===== src/rtl/regfile_dump_ctrl.sv =====
// Register-file dump sequencer: walks x0..x(NUM_REGS-1) over regfile read port 1
// and streams each register LSB byte first to the debug unit with valid/ready.
//
// state | meaning
// IDLE  | port 1 follows the CPU address, waiting for i_start
// LOAD  | capture regfile word at idx into the shift register
// SEND  | offer shreg[7:0], shift on each accepted byte
// DONE  | one-cycle completion pulse, then back to IDLE
module regfile_dump_ctrl #(
    parameter int DATA_WIDTH = 32,
    parameter int NUM_REGS   = 32
) (
    input  logic                  clk,
    input  logic                  i_rst,
    input  logic                  i_start,
    input  logic [4:0]            i_cpu_addr,
    output logic [4:0]            o_rf_addr,
    input  logic [DATA_WIDTH-1:0] i_rf_data,
    output logic [7:0]            o_tx_data,
    output logic                  o_tx_valid,
    input  logic                  i_tx_ready,
    output logic                  o_busy,
    output logic                  o_done
);

    localparam int BYTES = DATA_WIDTH / 8;
    // Keep the byte counter at least one bit wide even for single-byte registers.
    localparam int BCW = (BYTES > 1) ? $clog2(BYTES) : 1;
    localparam logic [BCW-1:0] LAST_BYTE = BCW'(BYTES - 1);
    localparam logic [4:0]     LAST_IDX  = 5'(NUM_REGS - 1);

    typedef enum logic [1:0] {
        IDLE = 2'd0,
        LOAD = 2'd1,
        SEND = 2'd2,
        DONE = 2'd3
    } state_t;

    state_t                state_q,    state_d;
    logic [4:0]            idx_q,      idx_d;
    logic [BCW-1:0]        byte_cnt_q, byte_cnt_d;
    logic [DATA_WIDTH-1:0] shreg_q,    shreg_d;

    always_ff @(posedge clk) begin
        if (i_rst) begin
            state_q    <= IDLE;
            idx_q      <= '0;
            byte_cnt_q <= '0;
            shreg_q    <= '0;
        end else begin
            state_q    <= state_d;
            idx_q      <= idx_d;
            byte_cnt_q <= byte_cnt_d;
            shreg_q    <= shreg_d;
        end
    end

    always_comb begin
        state_d    = state_q;
        idx_d      = idx_q;
        byte_cnt_d = byte_cnt_q;
        shreg_d    = shreg_q;
        case (state_q)
            IDLE: begin
                if (i_start) begin
                    state_d = LOAD;
                    idx_d   = '0;
                end
            end
            LOAD: begin
                shreg_d    = i_rf_data;
                byte_cnt_d = '0;
                state_d    = SEND;
            end
            SEND: begin
                if (i_tx_ready) begin
                    if (byte_cnt_q != LAST_BYTE) begin
                        shreg_d    = shreg_q >> 8;
                        byte_cnt_d = byte_cnt_q + BCW'(1);
                    end else if (idx_q != LAST_IDX) begin
                        idx_d   = idx_q + 5'd1;
                        state_d = LOAD;
                    end else begin
                        state_d = DONE;
                    end
                end
            end
            DONE: begin
                state_d = IDLE;
            end
            default: begin
                state_d = IDLE;
            end
        endcase
    end

    // Outputs decode from registered state only, so ready never reaches valid.
    always_comb begin
        o_rf_addr  = (state_q == IDLE) ? i_cpu_addr : idx_q;
        o_tx_valid = (state_q == SEND);
        o_tx_data  = (state_q == SEND) ? shreg_q[7:0] : 8'h00;
        o_busy     = (state_q != IDLE);
        o_done     = (state_q == DONE);
    end

endmodule

===== config.mk =====
export PLATFORM = sky130hd
export DESIGN_NAME = regfile_dump_ctrl
export DESIGN_NICKNAME = d
export VERILOG_FILES = /design/src/rtl/regfile_dump_ctrl.sv
export SDC_FILE = /design/constraint.sdc
export NUM_CORES = 1
export LEC_CHECK = 0
export ABC_CLOCK_PERIOD_IN_PS = 4900
export CAP_MARGIN = 20
export CORE_ASPECT_RATIO = 1.4
export CORE_MARGIN = 2
export CORE_UTILIZATION = 55
export CTS_CLUSTER_DIAMETER = 120
export CTS_CLUSTER_SIZE = 20
export DETAILED_ROUTE_END_ITERATION = 10
export DONT_BUFFER_PORTS = 1
export GPL_TIMING_DRIVEN = 0
export PLACE_DENSITY_LB_ADDON = 0.2
export SETUP_SLACK_MARGIN = 0.4
export SLEW_MARGIN = 20
export SYNTH_ARGS = -nofsm -noshare
export SYNTH_HDL_FRONTEND = slang
export SYNTH_SLANG_ARGS = --single-unit

===== constraint.sdc =====
create_clock -name clk -period 4.9 [get_ports clk]
set_input_delay 0.98 -clock clk [delete_from_list [all_inputs] [get_ports clk]]
set_output_delay 0.98 -clock clk [all_outputs]
set_load 0.03 [all_outputs]

==> flow_metrics.tcl <==
set metrics [dict create \
    synth_cells 251 \
    worst-path-buf-inv 3 \
    cpPeakStageDelay_ps 490 \
    r2r_end "idx_q[3]" \
    antenna_found_initial 0 \
    coreArea_sq_um 3880 \
    postCtsSetupBuffers 0 \
    first_pass_iters 4 \
    critPathKind "flip-flop to primary output" \
    cts_htree_levels 2 \
    holdPathStages 2 \
    async_flop_share_pct 0 \
    num_rows 27 \
    yosys.area.top_type "dfxtp_1" \
    p_per_area_nw_per_um2 341 \
    die_y_um 78.6 \
    grt_pass1_wl_mm 8.02 \
    viasPerCell 5.98 \
    period_minus_slack_ps 2880 \
    rsz0062_at_grt "false" \
    clk_pin_slew_ps 80 \
    cts_root_buffer "clkbuf_8" \
    synth.avg_cell_area_sq_um 8.72 \
    reg2regPathDepth 6 \
    p_total_mw 0.805 \
    io_pins 57 \
    min_from "shreg_q[29]" \
    synth-seq-area-share_pct 37.5 \
    floorplan.initialDensity_pct 56.3 \
    cts_tree "yes" \
    grt_start_max_net_pins 14 \
    synth_seq_cells 41 \
    diodes 0 \
    cts_buffer_depth 2 \
    cp.depth 5 \
    cp.arrival_ps 1900 \
    fin_worst_skew_ps 3.69 \
    status "complete, no violations" \
    cp_cell_sequence "buf_6 > nand2b_4 > inv_2 > clkbuf_1 > and2_1" \
    drt_iter0_markers 97 \
    timing.fmax_ghz 0.347 \
    detail-route-antenna-nets 0 \
    syn2layout_area_growth_pct 7.95 \
    crit_path_end_kind "primary output" \
    drive_above_1_share_pct 20.5 \
    power_leakage_nw 0.846 \
    drc 0 \
    portBuffers 0 \
    synth-main-ff-cell "dfxtp_1" \
    maxCapViolCount 0 \
    min_path_type "flip-flop to flip-flop" \
    hold_violations 0 \
    gp_congestion 0.833 \
    max-slew-margin-rel_pct 52.1 \
    worstSetupStartpointType "flip-flop" \
    setup_viol 0 \
    worstPathRequired_ps 3920 \
    finalCritPeriodShare_pct 58.8 \
    cp_max_fo 10 \
    cts_hold_buf 0 \
    worst_slew_pin_slew_ps 718 \
    yosysWarnings 0 \
    grtUsageTotal_pct 23.0 \
    post_cts_resized 0 \
    synth_top_area_share_pct 37.5 \
    routed_wl_mm 4.89 \
    gr-total-overflow 0 \
    final_max_slew_viol_count 0 \
    crit_path_top_delay_cell "clkbuf_1" \
    first_global_vias 1730 \
    nets 302 \
    ir_worst_vdd_mv 0.352 \
    rrSetupSlack_ps 2900 \
    synth_nets 295 \
    synth_area_leaders "dfxtp_1, a311oi_2, nand2_1" \
    num_vias 1806 \
    ys_types 38 \
    path_delay_family "buffers and inverters" \
    wire_per_inst_um 16.2 \
    dieArea_sq_um 4510 \
    netlist_area_sq_um 2190 \
    whs_endpoint "shreg_q[29]" \
    synthTopCellsByCount "nand2_1, dfxtp_1, nor3_1" \
    final.setup.tns_ps 0 \
    insertion_delay_ps 290 \
    r2r_start "idx_q[0]" \
    hpwlAfterDp_mm 3.57 \
    die_w_um 57.3 \
    synth_edf_count 0 \
    cts_sinks 41 \
    cts_made_buffers 5 \
    yosysMostFrequentCell "nand2_1" \
]
## cell type report
cell class              instances  area, sq um
fillers                       361         1520
multi-input cells             182         1210
flip-flops and latches         41          821
plain buffers                  25          150
clock buffers                   6         82.6
well taps                      43         53.8
clock inverters                 2         37.5
inverters                       3         11.3
## registers in the layout (all words and copies together), names as in the netlist
signal / count
byte_cnt_q: 2
shreg_q: 32
idx_q: 5
state_q: 2
## worst min-delay path, cell delays in order (launching register included)
cell and delay, ps:
dfxtp_1 310, nand3_1 60, a21oi_1 60
## cells in the final DEF (no fill, tap or decap), types with 3 or more instances in the layout
cell,count
nand2b_1,3
o211ai_1,7
a311oi_1,4
nor3_1,25
buf_4,8
ha_1,3
buf_2,6
a21oi_1,15
nand2_1,57
clkbuf_8,6
a311oi_2,20
mux2_2,5
clkbuf_1,8
nor2b_1,3
nand3_1,10
dfxtp_1,41
and2_1,9
## how the worst max path moves through the flow
stage               startpoint      endpoint  slack [ps]
finish              state_q[0]  o_tx_data[1]        2020
global route        state_q[0]  o_tx_data[5]        1900
CTS                 state_q[0]  o_tx_data[1]        1980
detailed placement  state_q[0]  o_tx_data[1]        2310
global placement    state_q[0]  o_tx_data[0]        2330
floorplan           state_q[0]  o_tx_data[0]        2490
## stage by stage
step,instances,cell area [sq um],util (%),setup slack (ps),hold WS (ps)
final,302,2360,60.8,2020,469
after global routing,302,2360,60.8,1900,504
after CTS,302,2360,60.8,1980,474
after detailed placement,294,2240,57.7,2310,462
after global placement,294,2240,57.7,2330,455
after floorplan,251,2190,-,2490,448
## cells by family after synthesis
kind of cell               share of synthesized area [%]
buffers and inverters                               7.38
DFF                                                 37.5
AOI/OAI and AO/OA                                   23.4
and+or+nand+nor                                     27.4
muxes                                               2.57
adders and majority gates                           1.72
## power by group
| group | total [mW] | internal, mW | switching (mW) |
|---|---|---|---|
| clock network | 0.285 | 0.166 | 0.120 |
| logic | 0.148 | 0.0575 | 0.0908 |
| registers | 0.371 | 0.358 | 0.0134 |
| total | 0.805 | 0.581 | 0.224 |
## per-layer routing
layer	vias to the layer above	share of wire, %	GRT usage (%)
li1	920	-	-
met1	835	41	27.7
met2	44	50	38.2
met3	7	6.4	6.59
met4	0	2.0	8.84
met5	-	0	0
Power figures use the tool's default switching activity.
